`src/rtl/seg7_pkg.sv`:
```
// rtl/seg7_pkg.sv - shared state encoding, BCD limits and nibble helpers for the 7-seg display arbiter
package seg7_pkg;

    typedef enum logic [1:0] {
        S_IDLE  = 2'd0,
        S_SHOW0 = 2'd1,
        S_SHOW1 = 2'd2
    } state_t;

    localparam logic [3:0]  BCD_MAX          = 4'd9;
    localparam logic [15:0] DEFAULT_IDLE_BCD = 16'h0000;

    function automatic logic [15:0] bcd_sanitize(input logic [15:0] v);
        logic [15:0] r;
        r = v;
        for (int i = 0; i < 4; i++) begin
            if (v[i*4 +: 4] > BCD_MAX) begin
                r[i*4 +: 4] = 4'h0;
            end
        end
        return r;
    endfunction

    function automatic logic bcd_invalid(input logic [15:0] v);
        logic bad;
        bad = 1'b0;
        for (int i = 0; i < 4; i++) begin
            if (v[i*4 +: 4] > BCD_MAX) begin
                bad = 1'b1;
            end
        end
        return bad;
    endfunction

endpackage

```
`src/rtl/seg7_dwell_timer.sv`:
```
// rtl/seg7_dwell_timer.sv - saturating dwell counter; dwell_done once DWELL_CYCLES-1 is reached
module seg7_dwell_timer #(
    parameter int DWELL_CYCLES = 100_000_000,
    parameter int TIMER_W      = 27
) (
    input  logic clk,
    input  logic rst_n,
    input  logic i_clear,
    input  logic i_en,
    output logic o_dwell_done
);

    localparam logic [TIMER_W-1:0] LP_LAST = TIMER_W'(DWELL_CYCLES - 1);

    logic [TIMER_W-1:0] r_count;
    logic               w_done;

    assign w_done = (r_count == LP_LAST);

    // Holding at the last value lets a late competitor switch on the very next edge.
    always_ff @(posedge clk or negedge rst_n) begin
        if (!rst_n) begin
            r_count <= '0;
        end else if (i_clear) begin
            r_count <= '0;
        end else if (i_en && !w_done) begin
            r_count <= r_count + 1'b1;
        end
    end

    assign o_dwell_done = w_done;

endmodule

```
`src/rtl/seg7_display_arbiter.sv`:
```
// rtl/seg7_display_arbiter.sv - round-robin dwell-enforcing arbiter sharing a 4-digit 7-seg display
// Optional nibble validation: define SEG7_ARB_BCD_CHECK_EN.
module seg7_display_arbiter
    import seg7_pkg::*;
#(
    parameter int          DWELL_CYCLES = 100_000_000,
    parameter int          TIMER_W      = 27,
    parameter logic [15:0] IDLE_BCD     = DEFAULT_IDLE_BCD
) (
    input  logic        clk_100MHz,
    input  logic        rst_n,
    input  logic [1:0]  req,
    input  logic [15:0] bcd0,
    input  logic [15:0] bcd1,
    output logic [1:0]  gnt,
    output logic [3:0]  ones,
    output logic [3:0]  tens,
    output logic [3:0]  hundreds,
    output logic [3:0]  thousands,
    output logic        bcd_err
);

    state_t      r_state;
    state_t      w_state_next;
    logic        r_last;
    logic [1:0]  r_gnt;
    logic [15:0] r_digits;
    logic        w_dwell_done;
    logic        w_timer_clear;
    logic        w_timer_en;
    logic [15:0] w_raw;
    logic [15:0] w_disp;
    logic        w_err;

    assign w_timer_clear = (w_state_next != r_state);
    assign w_timer_en    = (r_state != S_IDLE);

    seg7_dwell_timer #(
        .DWELL_CYCLES (DWELL_CYCLES),
        .TIMER_W      (TIMER_W)
    ) u_dwell_timer (
        .clk          (clk_100MHz),
        .rst_n        (rst_n),
        .i_clear      (w_timer_clear),
        .i_en         (w_timer_en),
        .o_dwell_done (w_dwell_done)
    );

    always_ff @(posedge clk_100MHz or negedge rst_n) begin
        if (!rst_n) begin
            r_state <= S_IDLE;
        end else begin
            r_state <= w_state_next;
        end
    end

    always_comb begin
        w_state_next = r_state;
        case (r_state)
            S_IDLE: begin
                case (req)
                    2'b01:   w_state_next = S_SHOW0;
                    2'b10:   w_state_next = S_SHOW1;
                    2'b11:   w_state_next = r_last ? S_SHOW0 : S_SHOW1;
                    default: w_state_next = S_IDLE;
                endcase
            end
            S_SHOW0: begin
                if (!req[0]) begin
                    w_state_next = req[1] ? S_SHOW1 : S_IDLE;
                end else if (req[1] && w_dwell_done) begin
                    w_state_next = S_SHOW1;
                end
            end
            S_SHOW1: begin
                if (!req[1]) begin
                    w_state_next = req[0] ? S_SHOW0 : S_IDLE;
                end else if (req[0] && w_dwell_done) begin
                    w_state_next = S_SHOW0;
                end
            end
            default: w_state_next = S_IDLE;
        endcase
    end

    // Display source follows the next state so gnt and digits land on the same edge.
    always_comb begin
        w_raw = IDLE_BCD;
        case (w_state_next)
            S_SHOW0: w_raw = bcd0;
            S_SHOW1: w_raw = bcd1;
            default: w_raw = IDLE_BCD;
        endcase
    end

`ifdef SEG7_ARB_BCD_CHECK_EN
    assign w_disp = bcd_sanitize(w_raw);
    assign w_err  = bcd_invalid(w_raw);
`else
    assign w_disp = w_raw;
    assign w_err  = 1'b0;
`endif

    always_ff @(posedge clk_100MHz or negedge rst_n) begin
        if (!rst_n) begin
            r_last   <= 1'b1;
            r_gnt    <= 2'b00;
            r_digits <= IDLE_BCD;
        end else begin
            r_digits <= w_disp;
            case (w_state_next)
                S_SHOW0: begin
                    r_gnt  <= 2'b01;
                    r_last <= 1'b0;
                end
                S_SHOW1: begin
                    r_gnt  <= 2'b10;
                    r_last <= 1'b1;
                end
                default: r_gnt <= 2'b00;
            endcase
        end
    end

`ifdef SEG7_ARB_BCD_CHECK_EN
    logic r_bcd_err;

    always_ff @(posedge clk_100MHz or negedge rst_n) begin
        if (!rst_n) begin
            r_bcd_err <= 1'b0;
        end else begin
            r_bcd_err <= w_err;
        end
    end

    assign bcd_err = r_bcd_err;
`else
    assign bcd_err = w_err;
`endif

    assign gnt       = r_gnt;
    assign thousands = r_digits[15:12];
    assign hundreds  = r_digits[11:8];
    assign tens      = r_digits[7:4];
    assign ones      = r_digits[3:0];

endmodule

```
`config.mk`:
```
export PLATFORM = sky130hd
export DESIGN_NAME = seg7_display_arbiter
export DESIGN_NICKNAME = d
export VERILOG_FILES = /design/src/rtl/seg7_pkg.sv /design/src/rtl/seg7_dwell_timer.sv /design/src/rtl/seg7_display_arbiter.sv
export SDC_FILE = /design/constraint.sdc
export NUM_CORES = 1
export LEC_CHECK = 0
export ABC_CLOCK_PERIOD_IN_PS = 4300
export CAP_MARGIN = 20
export CORE_MARGIN = 5
export CORE_UTILIZATION = 54
export CTS_CLUSTER_SIZE = 28
export DETAILED_ROUTE_END_ITERATION = 8
export GPL_TIMING_DRIVEN = 0
export PLACE_DENSITY = 0.95
export SLEW_MARGIN = 20
export SYNTH_ARGS = -nofsm -noshare
export SYNTH_HDL_FRONTEND = slang
export SYNTH_SLANG_ARGS = --single-unit
```
`constraint.sdc`:
```
create_clock -name clk_100MHz -period 4.3 [get_ports clk_100MHz]
set_clock_uncertainty 0.2 [all_clocks]
set_input_delay 0.86 -clock clk_100MHz [delete_from_list [all_inputs] [get_ports clk_100MHz]]
set_output_delay 0.86 -clock clk_100MHz [all_outputs]
set_load 0.01 [all_outputs]
```
==> impl_results.md <==
- Die Width: a little under 80 microns
- Antenna violations before repair: 0
- VDD IR max: 0.240 mV
- PD cells: 324 nW/um^2
- Post-Syn Area: approximately 2400 sq um
- Post-place setup slack: roughly 0.77 ns
- Synth Warn #: 0
- Yosys top cell area share: 0.484
- Worst hold slack: 0.345 ns
- Die H: 77.1 microns
- Max-cap violations: 0
- Final WL: 5550 microns
- Final setup violation count: 0
- Grt ovf: 0
- Unique masters post-synth: 45
- Fin nets: 330
- Avg Cell Area, Syn: 10.6 sq um
- Synthesized instance count: 229
- Grt met1 use: 0.210
- Cell Rows: 24
- Slew HR: 0.613
- I/O Buffers: 53
- CTS Buffer Depth: 2
- Startpoint Class: flop
- CP arrival: 3.53 ns
- Fin. max-slew vios: 0
- Unrepaired setup endpoints after global routing: false
- Hold Fails Final Rpt: 0
- CTS Sinks: 48
- Worst R2R Path Depth: 11
- DP HPWL: about 4200 microns
- Hold_buf cts: 0
- Crit path max fanout: 10
- I/O pin cnt: 55
- Core box area: about 4400 sq um
- Fmax: between 200 and 300 MHz
- Global Route met2 Usage: 0.330
- CTS tree: done
- Final setup margin: ~0.8 ns
- Most common cell in the synthesized netlist: dfrtp_1
- Cells taking the most area after synthesis: dfrtp_1, a22o_1, xor2_1, nor2_1, nand4_1
- Post-synth top flop: dfrtp_1
- Num CTS Buffers: 5
- Syn_nets: 269
- First-pass GRT wire length: a little over 9000 microns
- DR vias: roughly 2000
- Post-CTS Setup Inserts: 0
- Starting DRT DRC Count: 139
- CP Class: flop to flop
- Min-delay worst type: input pin to async pin
- Post-route cell area: 3140 sq um
- Drt drc: 0
- CTS Root Cell: clkbuf_8
- Post-DRT Antenna Nets: 0
- Die area: ~5900 sq um
- Layout area overhead: 29.0%
- Pint: between 700 and 800 uW
- Synth area leader: dfrtp_1
- GRT Total Usage: 0.194
- Combinational fraction of design power: 0.243
- Post-synth EDFFs: 0
- Clock share of power: 0.262
- Pwr Total: 1020 uW
- Static Leak: 0.00132 uW
- WL per Instance: ~16 microns
- Met3 usage: 0.0785
- Final GP Congestion: 0.872
- Sequential fraction of the synthesis area: 0.495
- Slew @ Worst Pin: 0.581 ns
- Layout fillers: a little under 300
- Clock slew seen by the registers of the worst setup and hold paths: 0.09 ns
- Later-pin clock latency in the skew report: approximately 0.3 ns
- GRT busiest layer: met2
- Sequential share of power: 0.495
- Vias in the first global route: a little over 2000
- Critical path required time: 4.35 ns
- Starting Density: 0.558
- Status: finished, final reports clean
- H-Tree Depth: 2
- FFs w/ async S/R, synth: 1.00
- Tmin final: 3.48 ns
- Setup crit end kind: flop
- Total inserted antenna cells: 0
- Layout cell share with drive strength beyond 1: 0.103
- Post-route clock period utilization: 0.809
- Cts repair resizes: 0
- Sw Ratio: 0.283
- Drt via density: 5.85
- TritonRoute pass-1 iters: 4
- Switch Pwr: roughly 290 uW
- Yosys reg bits: 48
- Setup_tns: 0 ns
- Post-Place Cell Area: 3050 sq um
- Largest net degree at the start of global routing: 26
- Commonest cells post-synth: dfrtp_1, nor2_1, a22o_1
## stage by stage
step	instances	utilization
2_1_floorplan	229	-
3_3_place_gp	334	0.695
3_5_place_dp	335	0.700
4_1_cts	343	0.720
5_1_grt	343	0.720
6_report	343	0.720
## worst max-delay path, stage by stage (launching register included)
cell      delay, ns
dfrtp_1        0.42
ha_1           0.24
and4_1         0.26
nand4_1        0.12
nor3_2         0.46
o211ai_1       0.20
a21oi_1        0.22
ha_1           0.30
nor2b_1        0.11
clkbuf_1       0.30
clkbuf_1       0.39
a22o_1         0.20
## metal layers
metal	routed length (microns)	part of all wire
met5	0	0
met4	108	0.019
met3	564	0.10
met2	2720	0.49
met1	2150	0.39
## layout by cell type, fill, tap and decap left out, types with 10 or more instances in the layout
master           count
nor2_1              29
nand4_1             10
xor2_1              13
nand2_1             13
clkdlybuf4s50_1     52
a22o_1              17
a21oi_1             12
dfrtp_1             47
## flip-flops by register name (all words and copies together), names as in the netlist
| signal | cells |
|---|---|
| gnt | 2 |
| r_last | 1 |
| r_state | 2 |
| r_digits | 16 |
| u_dwell_timer.r_count | 27 |
## power groups by stage
stage / Sequential (uW) / Clock [uW] / Combinational, uW
6_report: 503 / 267 / 247
5_1_grt: 507 / 296 / 270
4_1_cts: 503 / 274 / 251
3_5_place_dp: 513 / 0 / 248
3_3_place_gp: 511 / 0 / 235
2_1_floorplan: 524 / 0 / 113
## final timing paths
check                                                     start  slack, ns                               endpoint
max                        u_dwell_timer.r_count[0]$_DFFE_PN0P_       0.82                 r_digits[11]$_DFF_PN0_
min                                                       rst_n       0.35  u_dwell_timer.r_count[13]$_DFFE_PN0P_
max reg2reg                u_dwell_timer.r_count[0]$_DFFE_PN0P_       0.82                 r_digits[11]$_DFF_PN0_
min reg2reg                                  r_last$_DFFE_PN1P_       0.35                     r_last$_DFFE_PN1P_
max in group asynchronous                                 rst_n       2.96                     r_last$_DFFE_PN1P_
min in group clk_100MHz                      r_last$_DFFE_PN1P_       0.35                     r_last$_DFFE_PN1P_
## cell type report
| class | count | area [sq um] | share of cell area |
|---|---|---|---|
| multi-input combinational | 167 | 1140 | 0.365 |
| timing repair buffer | 54 | 553 | 0.176 |
| buffer | 12 | 76.3 | 0.0243 |
| clock buffer | 5 | 68.8 | 0.0219 |
| sequential | 48 | 1200 | 0.383 |
| clock inverter | 3 | 18.8 | 0.00598 |
| inverter | 2 | 7.51 | 0.00239 |
| tap | 52 | 65.1 | 0.0207 |
## logic make-up (layout without fill, tap and decap cells)
kind of cell	after synthesis	count (layout)	share of synthesized area
muxes	2	2	0.00824
and+or+nand+nor	95	95	0.234
DFF	48	48	0.495
AOI/OAI and AO/OA	49	49	0.149
xor gates and xnor gates	16	16	0.0576
adders and majority gates	4	4	0.0206
buffers and inverters	14	76	0.0345
other	1	1	0.00154
No activity file was read; power rests on OpenSTA's default activity.
